<file path="src/rtl/lsq_mmio_pkg.sv">
// Shared constants and FSM encoding for the LSQ MMIO collector.
// Imported by the collector interface, top and slot allocator.
package lsq_mmio_pkg;

    localparam int DEF_NUM_LANES = 3;
    localparam int DEF_ROB_IDX_W = 8;
    localparam int DEF_DEPTH     = 4;

    typedef enum logic [1:0] {
        S_IDLE      = 2'd0,
        S_ISSUE     = 2'd1,
        S_WAIT_RESP = 2'd2
    } mmio_state_t;

endpackage

</file>
<file path="src/rtl/lsq_mmio_collector_if.sv">
// Handshake bundle between the LSQ/ROB side and the MMIO collector.
// The master drives uops, ROB head info, issue ready and bus response.
interface lsq_mmio_collector_if
    import lsq_mmio_pkg::*;
#(
    parameter int NUM_LANES = DEF_NUM_LANES,
    parameter int ROB_IDX_W = DEF_ROB_IDX_W,
    parameter int DEPTH     = DEF_DEPTH
);

    localparam int OCC_W = $clog2(DEPTH + 1);

    logic [NUM_LANES-1:0]           in_valid;
    logic [NUM_LANES-1:0]           in_mmio;
    logic [NUM_LANES*ROB_IDX_W-1:0] in_rob_idx;
    logic                           in_ready;
    logic                           rob_pending_valid;
    logic [ROB_IDX_W-1:0]           rob_pending_idx;
    logic                           out_valid;
    logic                           out_ready;
    logic [ROB_IDX_W-1:0]           out_rob_idx;
    logic                           resp_valid;
    logic                           flush;
    logic [OCC_W-1:0]               occupancy;
    logic                           overflow_err;

    modport master (
        output in_valid, in_mmio, in_rob_idx,
        output rob_pending_valid, rob_pending_idx,
        output out_ready, resp_valid, flush,
        input  in_ready, out_valid, out_rob_idx,
        input  occupancy, overflow_err
    );

    modport slave (
        input  in_valid, in_mmio, in_rob_idx,
        input  rob_pending_valid, rob_pending_idx,
        input  out_ready, resp_valid, flush,
        output in_ready, out_valid, out_rob_idx,
        output occupancy, overflow_err
    );

endinterface

</file>
<file path="src/rtl/lsq_mmio_slot_alloc.sv">
// Lane-to-slot mapping: each requesting lane, lowest first, takes the
// lowest slot still free after the lanes before it.
module lsq_mmio_slot_alloc #(
    parameter int NUM_LANES = 3,
    parameter int DEPTH     = 4,
    parameter int LANE_W    = 2
) (
    input  logic [DEPTH-1:0]     free_mask,
    input  logic [NUM_LANES-1:0] lane_req,
    output logic [DEPTH-1:0]     slot_we,
    output logic [LANE_W-1:0]    slot_src [DEPTH]
);

    logic [DEPTH-1:0] avail;
    logic             taken;

    always_comb begin
        avail   = free_mask;
        slot_we = '0;
        taken   = 1'b0;
        for (int s = 0; s < DEPTH; s++) begin
            slot_src[s] = '0;
        end
        for (int i = 0; i < NUM_LANES; i++) begin
            taken = 1'b0;
            for (int s = 0; s < DEPTH; s++) begin
                if (lane_req[i] && !taken && avail[s]) begin
                    avail[s]    = 1'b0;
                    slot_we[s]  = 1'b1;
                    slot_src[s] = LANE_W'(i);
                    taken       = 1'b1;
                end
            end
        end
    end

endmodule

</file>
<file path="src/rtl/lsq_mmio_collector.sv">
// Buffers MMIO uops from the LSQ lanes and issues them one at a time
// when the ROB head reaches them, tracking the single in-flight op.
module lsq_mmio_collector
    import lsq_mmio_pkg::*;
#(
    parameter int NUM_LANES = DEF_NUM_LANES,
    parameter int ROB_IDX_W = DEF_ROB_IDX_W,
    parameter int DEPTH     = DEF_DEPTH
) (
    input logic                 clk,
    input logic                 rst,
    lsq_mmio_collector_if.slave bus
);

    localparam int OCC_W  = $clog2(DEPTH + 1);
    localparam int SLOT_W = (DEPTH > 1) ? $clog2(DEPTH) : 1;
    localparam int LANE_W = (NUM_LANES > 1) ? $clog2(NUM_LANES) : 1;

    mmio_state_t          state, state_n;
    logic [DEPTH-1:0]     slot_valid, valid_n;
    logic [DEPTH-1:0]     slot_issued, issued_n;
    logic [ROB_IDX_W-1:0] slot_idx [DEPTH];
    logic [SLOT_W-1:0]    cur_slot;
    logic [ROB_IDX_W-1:0] issue_idx;
    logic [OCC_W-1:0]     occ, occ_n;
    logic                 ovf;

    logic                 cap_en;
    logic [NUM_LANES-1:0] lane_req;
    logic [DEPTH-1:0]     slot_we;
    logic [LANE_W-1:0]    slot_src [DEPTH];
    logic                 match_hit;
    logic [SLOT_W-1:0]    match_slot;
    logic                 take;
    logic                 resp_free;

    assign bus.in_ready     = (occ <= OCC_W'(DEPTH - NUM_LANES));
    assign bus.out_valid    = (state == S_ISSUE);
    assign bus.out_rob_idx  = issue_idx;
    assign bus.occupancy    = occ;
    assign bus.overflow_err = ovf;

    assign cap_en   = bus.in_ready & ~bus.flush;
    assign lane_req = bus.in_valid & bus.in_mmio & {NUM_LANES{cap_en}};

    lsq_mmio_slot_alloc #(
        .NUM_LANES (NUM_LANES),
        .DEPTH     (DEPTH),
        .LANE_W    (LANE_W)
    ) u_alloc (
        .free_mask (~slot_valid),
        .lane_req  (lane_req),
        .slot_we   (slot_we),
        .slot_src  (slot_src)
    );

    // Descending scan so the lowest matching slot wins.
    always_comb begin
        match_hit  = 1'b0;
        match_slot = '0;
        for (int s = DEPTH - 1; s >= 0; s--) begin
            if (slot_valid[s] && !slot_issued[s] &&
                slot_idx[s] == bus.rob_pending_idx) begin
                match_hit  = 1'b1;
                match_slot = SLOT_W'(s);
            end
        end
    end

    assign take = (state == S_IDLE) & bus.rob_pending_valid &
                  match_hit & ~bus.flush;
    assign resp_free = (state == S_WAIT_RESP) & bus.resp_valid;

    always_comb begin
        state_n = state;
        unique case (state)
            S_IDLE: begin
                if (take) state_n = S_ISSUE;
            end
            S_ISSUE: begin
                if (bus.flush)          state_n = S_IDLE;
                else if (bus.out_ready) state_n = S_WAIT_RESP;
            end
            S_WAIT_RESP: begin
                if (bus.resp_valid) state_n = S_IDLE;
            end
            default: state_n = S_IDLE;
        endcase
    end

    // An op still in ISSUE has not reached the bus, so flush drops it too.
    always_comb begin
        valid_n  = slot_valid;
        issued_n = slot_issued;
        if (bus.flush && state != S_WAIT_RESP) begin
            valid_n  = '0;
            issued_n = '0;
        end else if (bus.flush) begin
            valid_n = slot_valid & slot_issued;
        end
        if (resp_free) begin
            valid_n[cur_slot]  = 1'b0;
            issued_n[cur_slot] = 1'b0;
        end
        if (take) issued_n[match_slot] = 1'b1;
        valid_n = valid_n | slot_we;
    end

    always_comb begin
        occ_n = '0;
        for (int s = 0; s < DEPTH; s++) begin
            occ_n = occ_n + OCC_W'(valid_n[s]);
        end
    end

    always_ff @(posedge clk or posedge rst) begin
        if (rst) begin
            state       <= S_IDLE;
            slot_valid  <= '0;
            slot_issued <= '0;
            cur_slot    <= '0;
            issue_idx   <= '0;
            occ         <= '0;
            ovf         <= 1'b0;
            for (int s = 0; s < DEPTH; s++) begin
                slot_idx[s] <= '0;
            end
        end else begin
            state       <= state_n;
            slot_valid  <= valid_n;
            slot_issued <= issued_n;
            occ         <= occ_n;
            if (take) begin
                cur_slot  <= match_slot;
                issue_idx <= slot_idx[match_slot];
            end
            if (|(bus.in_valid & bus.in_mmio) &&
                !bus.in_ready && !bus.flush) begin
                ovf <= 1'b1;
            end
            for (int s = 0; s < DEPTH; s++) begin
                if (slot_we[s]) begin
                    slot_idx[s] <=
                        bus.in_rob_idx[slot_src[s]*ROB_IDX_W +: ROB_IDX_W];
                end
            end
        end
    end

endmodule

</file>
<file path="src/flat_wrapper.sv">
// flat-port wrapper written by rule: the top's interface ports become plain ports
module lsq_mmio_collector_flat import lsq_mmio_pkg::*;
#(
    parameter int NUM_LANES = DEF_NUM_LANES,
    parameter int ROB_IDX_W = DEF_ROB_IDX_W,
    parameter int DEPTH     = DEF_DEPTH
)
  (clk, rst, bus_in_valid, bus_in_mmio, bus_in_rob_idx, bus_rob_pending_valid, bus_rob_pending_idx, bus_out_ready, bus_resp_valid, bus_flush, bus_in_ready, bus_out_valid, bus_out_rob_idx, bus_occupancy, bus_overflow_err);
  lsq_mmio_collector_if #(.NUM_LANES(NUM_LANES), .ROB_IDX_W(ROB_IDX_W), .DEPTH(DEPTH)) bus_i ();
  input logic clk;
  input logic rst;
  input wire logic [$bits(bus_i.in_valid)-1:0] bus_in_valid;
  input wire logic [$bits(bus_i.in_mmio)-1:0] bus_in_mmio;
  input wire logic [$bits(bus_i.in_rob_idx)-1:0] bus_in_rob_idx;
  input wire logic [$bits(bus_i.rob_pending_valid)-1:0] bus_rob_pending_valid;
  input wire logic [$bits(bus_i.rob_pending_idx)-1:0] bus_rob_pending_idx;
  input wire logic [$bits(bus_i.out_ready)-1:0] bus_out_ready;
  input wire logic [$bits(bus_i.resp_valid)-1:0] bus_resp_valid;
  input wire logic [$bits(bus_i.flush)-1:0] bus_flush;
  output wire logic [$bits(bus_i.in_ready)-1:0] bus_in_ready;
  output wire logic [$bits(bus_i.out_valid)-1:0] bus_out_valid;
  output wire logic [$bits(bus_i.out_rob_idx)-1:0] bus_out_rob_idx;
  output wire logic [$bits(bus_i.occupancy)-1:0] bus_occupancy;
  output wire logic [$bits(bus_i.overflow_err)-1:0] bus_overflow_err;
  assign bus_i.in_valid = bus_in_valid;
  assign bus_i.in_mmio = bus_in_mmio;
  assign bus_i.in_rob_idx = bus_in_rob_idx;
  assign bus_i.rob_pending_valid = bus_rob_pending_valid;
  assign bus_i.rob_pending_idx = bus_rob_pending_idx;
  assign bus_i.out_ready = bus_out_ready;
  assign bus_i.resp_valid = bus_resp_valid;
  assign bus_i.flush = bus_flush;
  assign bus_in_ready = bus_i.in_ready;
  assign bus_out_valid = bus_i.out_valid;
  assign bus_out_rob_idx = bus_i.out_rob_idx;
  assign bus_occupancy = bus_i.occupancy;
  assign bus_overflow_err = bus_i.overflow_err;
  lsq_mmio_collector #(.NUM_LANES(NUM_LANES), .ROB_IDX_W(ROB_IDX_W), .DEPTH(DEPTH)) u_core (.clk(clk), .rst(rst), .bus(bus_i));
endmodule
</file>
<file path="config.mk">
export PLATFORM = sky130hd
export DESIGN_NAME = lsq_mmio_collector_flat
export DESIGN_NICKNAME = d
export VERILOG_FILES = /design/src/rtl/lsq_mmio_pkg.sv /design/src/rtl/lsq_mmio_collector_if.sv /design/src/rtl/lsq_mmio_slot_alloc.sv /design/src/rtl/lsq_mmio_collector.sv /design/src/flat_wrapper.sv
export SDC_FILE = /design/constraint.sdc
export NUM_CORES = 1
export LEC_CHECK = 0
export CAP_MARGIN = 5
export CORE_MARGIN = 2
export CORE_UTILIZATION = 55
export CTS_BUF_LIST = sky130_fd_sc_hd__clkbuf_2
export DETAILED_ROUTE_END_ITERATION = 10
export PLACE_DENSITY = 0.81
export SETUP_SLACK_MARGIN = 0.15
export SYNTH_ARGS = -nofsm -noshare
export SYNTH_HDL_FRONTEND = slang
export SYNTH_SLANG_ARGS = --single-unit
</file>
<file path="constraint.sdc">
create_clock -name clk -period 4.5 [get_ports clk]
set_input_delay 0.9 -clock clk [delete_from_list [all_inputs] [get_ports clk]]
set_output_delay 0.9 -clock clk [all_outputs]
set_load 0.05 [all_outputs]
</file>
==> out/qor.yml <==
status:
  status: "finished clean"
clock_network:
  cts_tree: "built"
  cts_buffers: 5
  cts_resized: 0
  hold_buffers: 0
  cts_sinks: 56
  clk_latency_ps: 470
  htree_levels: 2
  clk_pin_slew_ps: 310
  cts_root_buffer: "clkbuf_2"
  post_cts_buffers: 0
  clockBufferDepth: 2
place:
  port_buffers: 57
  dp_cells: 551
  gp_congestion: 0.932
  hpwl_mm: 7.78
drt:
  ant_nets: 0
  wl_per_cell_microns: 17.8
  totalWireLength_mm: 9.98
  drc: 0
  first_iter_violations: 251
  viasPerCell: 6.16
  vias: 3444
  first_pass_iters: 5
cells_and_area:
  syn_to_final_growth_pct: 18.1
  layout.nets: 509
  drive_above_1_share: 0.0972
  n_antenna_cell: 0
  fin_cells: 559
worst_setup_path:
  r2r_cells: 9
  cp.required_ps: 4910
  critical_path.max_fanout: 9
  rr_endpoint: "u_core.bus.occupancy[1]"
  critPathKind: "in -> reg"
  r2r_setup_slack_ps: 1650
  reg2reg_from: "u_core.bus.occupancy[2]"
  end_kind: "flip-flop"
  arrival_ps: 3660
  cp-start-kind: "input pin"
synthesis:
  synth_area_sq_um: 3870
  synth-edff-count: 0
  synthDominantCellAreaShare: 0.362
  synth_cell_types: 61
  synth_fp_nets: 456
  async_reset_ff_frac: 1.00
  ys_warn_count: 0
  ys_ff_latch: 56
  synth.largest_area_cell: "dfrtp_1"
  synth.area.top_cells: "dfrtp_1 36%, mux2i_1 12%, xor2_1 6.1%, nand2_1 3.3%, o21ai_0 2.8%"
  ys.flop_type: "dfrtp_1"
  syn-instance-count: 409
  ys_seq_area_frac: 0.362
  synth.avg_cell_area_sq_um: 9.46
sta:
  maxSlewViolCount: 0
  skew_ps: 40.2
  hold_viol: 0
  worst_pin_slew_ps: 830
  rsz0062_at_grt: "no"
  setup_viol: 0
  fin_tns_setup_ps: 0
  fmax_mhz: 308
  post-route-min-period_ps: 3250
  fin_crit_sh: 0.722
  max_slew_margin: 0.442
min_path:
  min-delay-path-class: "reg -> reg"
  min_from: "u_core.bus.overflow_err"
  holdPathEnd: "u_core.bus.overflow_err"
  holdPathStages: 1
power:
  p_total_w: 0.00186
  power_density_nw_per_um2: 406
  power.static_leakage_nw: 2.17
  peakVddDrop_uv: 220
grt:
  grt_first_pass_wirelength_mm: 16.0
  grt_pass1_vias: 3189
  grt_use_total: 0.266
  antenna_found_initial: 0
  grt_max_degree: 36
  grt-ovfl-total: 0
floorplan:
  core_area_sq_um: 6790
  die_area_sq_um: 7720
  io_pins: 58
  dieHeight_microns: 87.9
  initial_core_util: 0.569
  fp-row-count: 30
  die_x_microns: 87.9
job:
  maxCapViolations: 0
## kinds of logic (layout without fill, tap and decap cells)
family	Yosys count	after routing	share of synthesized area
mux	64	64	0.171
compound gates	99	99	0.183
simple gates	116	116	0.152
xor+xnor	34	34	0.0770
flops	56	56	0.362
fa+ha+maj	4	4	0.0142
buf+inv	36	90	0.0401
## per-stage QoR
| step | cell area, sq um | setup slack, ps | utilization | hold slack [ps] |
|---|---|---|---|---|
| floorplan | 3870 | 1180 | - | 464 |
| global placement | 4520 | 783 | 0.666 | 460 |
| detailed placement | 4520 | 713 | 0.666 | 464 |
| CTS | 4570 | 1260 | 0.673 | 519 |
| global route | 4570 | 1160 | 0.673 | 559 |
| finish | 4570 | 1250 | 0.673 | 512 |
## worst max-delay path by stage
stage | startpoint | to | slack, ps | cells past startpoint
after global placement | bus_flush | u_core.bus.occupancy[1] | 780 | 10
after global routing | bus_flush | u_core.bus.occupancy[1] | 1160 | 10
final | bus_flush | u_core.bus.occupancy[1] | 1250 | 10
after floorplan | bus_flush | u_core.bus.occupancy[1] | 1180 | 9
after CTS | bus_flush | u_core.bus.occupancy[1] | 1260 | 10
after detailed placement | bus_flush | u_core.bus.occupancy[1] | 710 | 10
## worst max-delay path, cell delays in order
cell and delay [ps]:
clkdlybuf4s50_1 450, or3_1 450, nor2_1 200, a21oi_1 130, a211oi_4 230, buf_4 210
o21bai_1 150, ha_1 270, fa_1 380, ha_1 280
## power by group
part,internal (W),switching (W)
Sequential,0.000675,0.000217
Combinational,0.000345,0.000414
Clock,0.0000415,0.000164
## layout make-up
| class | count | area (sq um) |
|---|---|---|
| clock buffer | 6 | 30.0 |
| clock inverter | 2 | 16.3 |
| fill | 564 | 2220 |
| inverter | 18 | 67.6 |
| multi-input combinational | 317 | 2310 |
| sequential | 56 | 1400 |
| tap | 96 | 120 |
| timing repair buffer | 64 | 623 |
## placed cells by master, fill, tap and decap left out, types with 2 or more instances in the layout
cell and n:
and2_1 3, xor2_1 27, xnor2_1 7, buf_4 7, clkdlybuf4s50_1 57, mux2_2 8
a31oi_1 9, a22o_1 2, mux2i_1 48, inv_1 16, o21ai_0 22, nand4_1 3
a211o_1 5, dfrtp_1 56, a22oi_1 8, inv_2 2, or3_1 2, ha_1 2
a21oi_1 21, a221oi_1 8, nor4_1 5, a31o_2 7, nand3_1 20, clkbuf_2 6
nor2b_1 2, o21ai_1 2, nor3_1 8, mux2_1 8, nor2_1 24, nor4b_1 2
and4_1 2, nand2_1 34
## metal layers
| layer | global-route usage | share of wire |
|---|---|---|
| met1 | 0.398 | 0.47 |
| met2 | 0.415 | 0.45 |
| met3 | 0.0311 | 0.062 |
| met4 | 0.0615 | 0.015 |
| met5 | 0 | 0 |
## sequential cells by signal (all words and copies together) (netlist names)
register and flops:
u_core.bus.overflow_err 1, u_core.slot_issued 4, u_core.cur_slot 2, u_core.bus.occupancy 3
u_core.state 2, u_core.bus.out_rob_idx 8, u_core.slot_valid 4, u_core.slot_idx 32
## cell usage after synthesis (2+ instances only)
cell type and n:
a211o_1 5, a21oi_1 21, a221oi_1 8, a22o_1 2, a22oi_1 8, a31o_2 7
a31oi_1 9, and2_1 3, and4_1 2, buf_1 2, buf_2 4, buf_6 2
clkbuf_1 10, dfrtp_1 56, ha_1 2, inv_1 17, mux2_1 8, mux2_2 8
mux2i_1 48, nand2_1 34, nand3_1 20, nand4_1 3, nor2_1 24, nor2b_1 2
nor3_1 8, nor4_1 5, nor4b_1 2, o21ai_0 22, o21ai_1 2, or3_1 2
xnor2_1 7, xor2_1 27
Note: power is estimated with default switching activity, not from simulation.
==> edit: new RTL, same flow settings <==
Set the package constant `DEF_ROB_IDX_W` to 9 (it was 8).
--- a/src/rtl/lsq_mmio_pkg.sv
+++ b/src/rtl/lsq_mmio_pkg.sv
@@ -3,7 +3,7 @@
 package lsq_mmio_pkg;
 
     localparam int DEF_NUM_LANES = 3;
-    localparam int DEF_ROB_IDX_W = 8;
+    localparam int DEF_ROB_IDX_W = 9;
     localparam int DEF_DEPTH     = 4;
 
     typedef enum logic [1:0] {
Interface: changed (resized bus_in_rob_idx, bus_out_rob_idx and bus_rob_pending_idx); port bits go from 58 to 63. The function was not compared with the original's and may differ.
==> edit against the unedited design <==
  * Clock power increased by 120%
  * Design area grew 16%
  * Power increased by 9.1%
  * Sequential cell count up 5
  * Highest routed layer unchanged
  * Synthesized area is 16% higher
  * Clock skew is 0.016 ns lower
  * Register-to-register slack worse by 0.24 ns
  * Combinational power decreased by 11%
  * Critical path type unchanged
  * Wire length grew 25%
  * Utilization increased by 0.53 points
  * Setup slack lost 0.13 ns
==> edit: results <==
finish:
  largest_reg_flops: 36
  layout-drive-gt1-share: 0.111
  finalNetCount: 633
  n_fill_cell: 666
grt:
  track_usage: 0.293
  grt_max_degree: 48
  grt_pass1_vias: 3966
yosys:
  ys_types: 66
  netlist_top_cells_count: "nand2_1 (71), dfrtp_1 (61), a31oi_1 (36), nor2_1 (36)"
  yosysSeqAreaShare: 0.342
  synth_area_leaders: "dfrtp_1 (34%), nand2_1 (6.0%), xnor2_1 (5.3%), a31oi_1 (5.0%), mux2i_1 (4.3%)"
  synthAdderAreaFrac: 0.0101
  synthXorXnorAreaFrac: 0.0784
  synth_mux_area_frac: 0.0652
  synth.avg_cell_area_um2: 8.45
detailed_routing:
  vias: 4429
  drt-initial-drc-count: 381
  routed_wl_um: 12500
  route.detailed.wl_per_inst_um: 18.1
run_status:
  status: "completed"
critical_path:
  r2r_start: "u_core.slot_valid[1]"
  r2r_slack_ns: 1.41
  cp_top_family: "simple AND/OR/NAND/NOR gates"
  slowest_stage: "or3_1"
  worstPathArrival_ns: 3.75
  reg2reg_depth: 11
  critPathMaxStageDelay_ns: 0.63
cts:
  clk_pin_slew_ns: 0.17
  cts_root_buffer: "clkbuf_2"
  htreeDepth: 3
  cts-buffers-inserted: 9
placed_design:
  io_buffers: 62
  dp.cells: 673
  post-dp-hpwl_um: 9490
  preCtsSetupSlack_ns: 0.611
sta:
  worstMarginPinSlew_ns: 0.985
  clock_skew_ns: 0.0240
pwr:
  peakVddDrop_mv: 0.196
  p_switching_mw: 0.768
  p_leak_nw: 2.10
[edit: cell count changes in the layout (fill, tap and decap cells not counted), moves of 8 or more]
| cell | unedited run | this run |
|---|---|---|
| a31oi_1 | 9 | 36 |
| mux2_1 | 8 | 0 |
| mux2i_1 | 48 | 19 |
| nand2_1 | 34 | 71 |
| nand3_1 | 20 | 11 |
| nor2_1 | 24 | 36 |
| nor2_2 | 1 | 11 |
| o211ai_1 | 0 | 10 |
| o22ai_1 | 1 | 19 |
| xnor2_1 | 7 | 27 |
| xor2_1 | 27 | 13 |
[edit: per-layer routing]
layer | global-route usage | up-vias | part of all wire
met2 | 0.451 | 259 | 0.46
li1 | - | 2066 | -
met3 | 0.0441 | 35 | 0.079
met5 | 0 | - | 0
met4 | 0.0966 | 0 | 0.027
met1 | 0.423 | 2069 | 0.44
[edit: power groups by stage]
| stage | Combinational, mW | Sequential (mW) | Clock [mW] |
|---|---|---|---|
| final | 0.678 | 0.902 | 0.446 |
| after global routing | 0.742 | 0.919 | 0.468 |
| after detailed placement | 0.669 | 0.903 | 0 |
| after CTS | 0.672 | 0.891 | 0.448 |
| after global placement | 0.650 | 0.892 | 0 |
| after floorplan | 0.448 | 0.874 | 0 |
[edit: area by class of cell]
class	instances	area, µm²	share of cell area
clock buffers	11	55.1	0.0104
clock inverters	5	98.8	0.0187
inverters	12	45.0	0.00851
multi-input cells	426	2740	0.518
flip-flops and latches	61	1530	0.288
well taps	102	128	0.0241
repair buffers	72	696	0.131
[edit: cell families (layout without fill, tap and decap cells)]
family                   Yosys count  in the layout
AND/OR/NAND/NOR                  204            204
multiplexers                      28             28
XOR/XNOR                          40             40
flip-flops                        61             61
buffers and inverters             42            100
AO/OA/AOI/OAI                    151            151
adder cells (fa/ha/maj)            3              3
[edit: metrics by stage]
stage,power [mW],cell area [µm²],hold WS [ns],util
floorplan,1.32,4470,0.480,-
global placement,1.54,5140,0.454,0.658
detailed placement,1.57,5140,0.455,0.658
CTS,2.01,5290,0.502,0.678
global route,2.13,5290,0.521,0.678
finish,2.03,5290,0.498,0.678
[edit: worst max-delay path by stage]
stage	slack (ns)	cells past startpoint	start	end
CTS	1.17	11	bus_flush	u_core.bus.occupancy[1]
finish	1.12	8	bus_flush	u_core.slot_idx[1]
floorplan	1.13	10	bus_in_valid[0]	u_core.bus.occupancy[1]
global route	1.00	11	bus_flush	u_core.bus.occupancy[1]
global placement	0.72	12	bus_flush	u_core.bus.occupancy[1]
detailed placement	0.61	11	bus_flush	u_core.bus.occupancy[1]
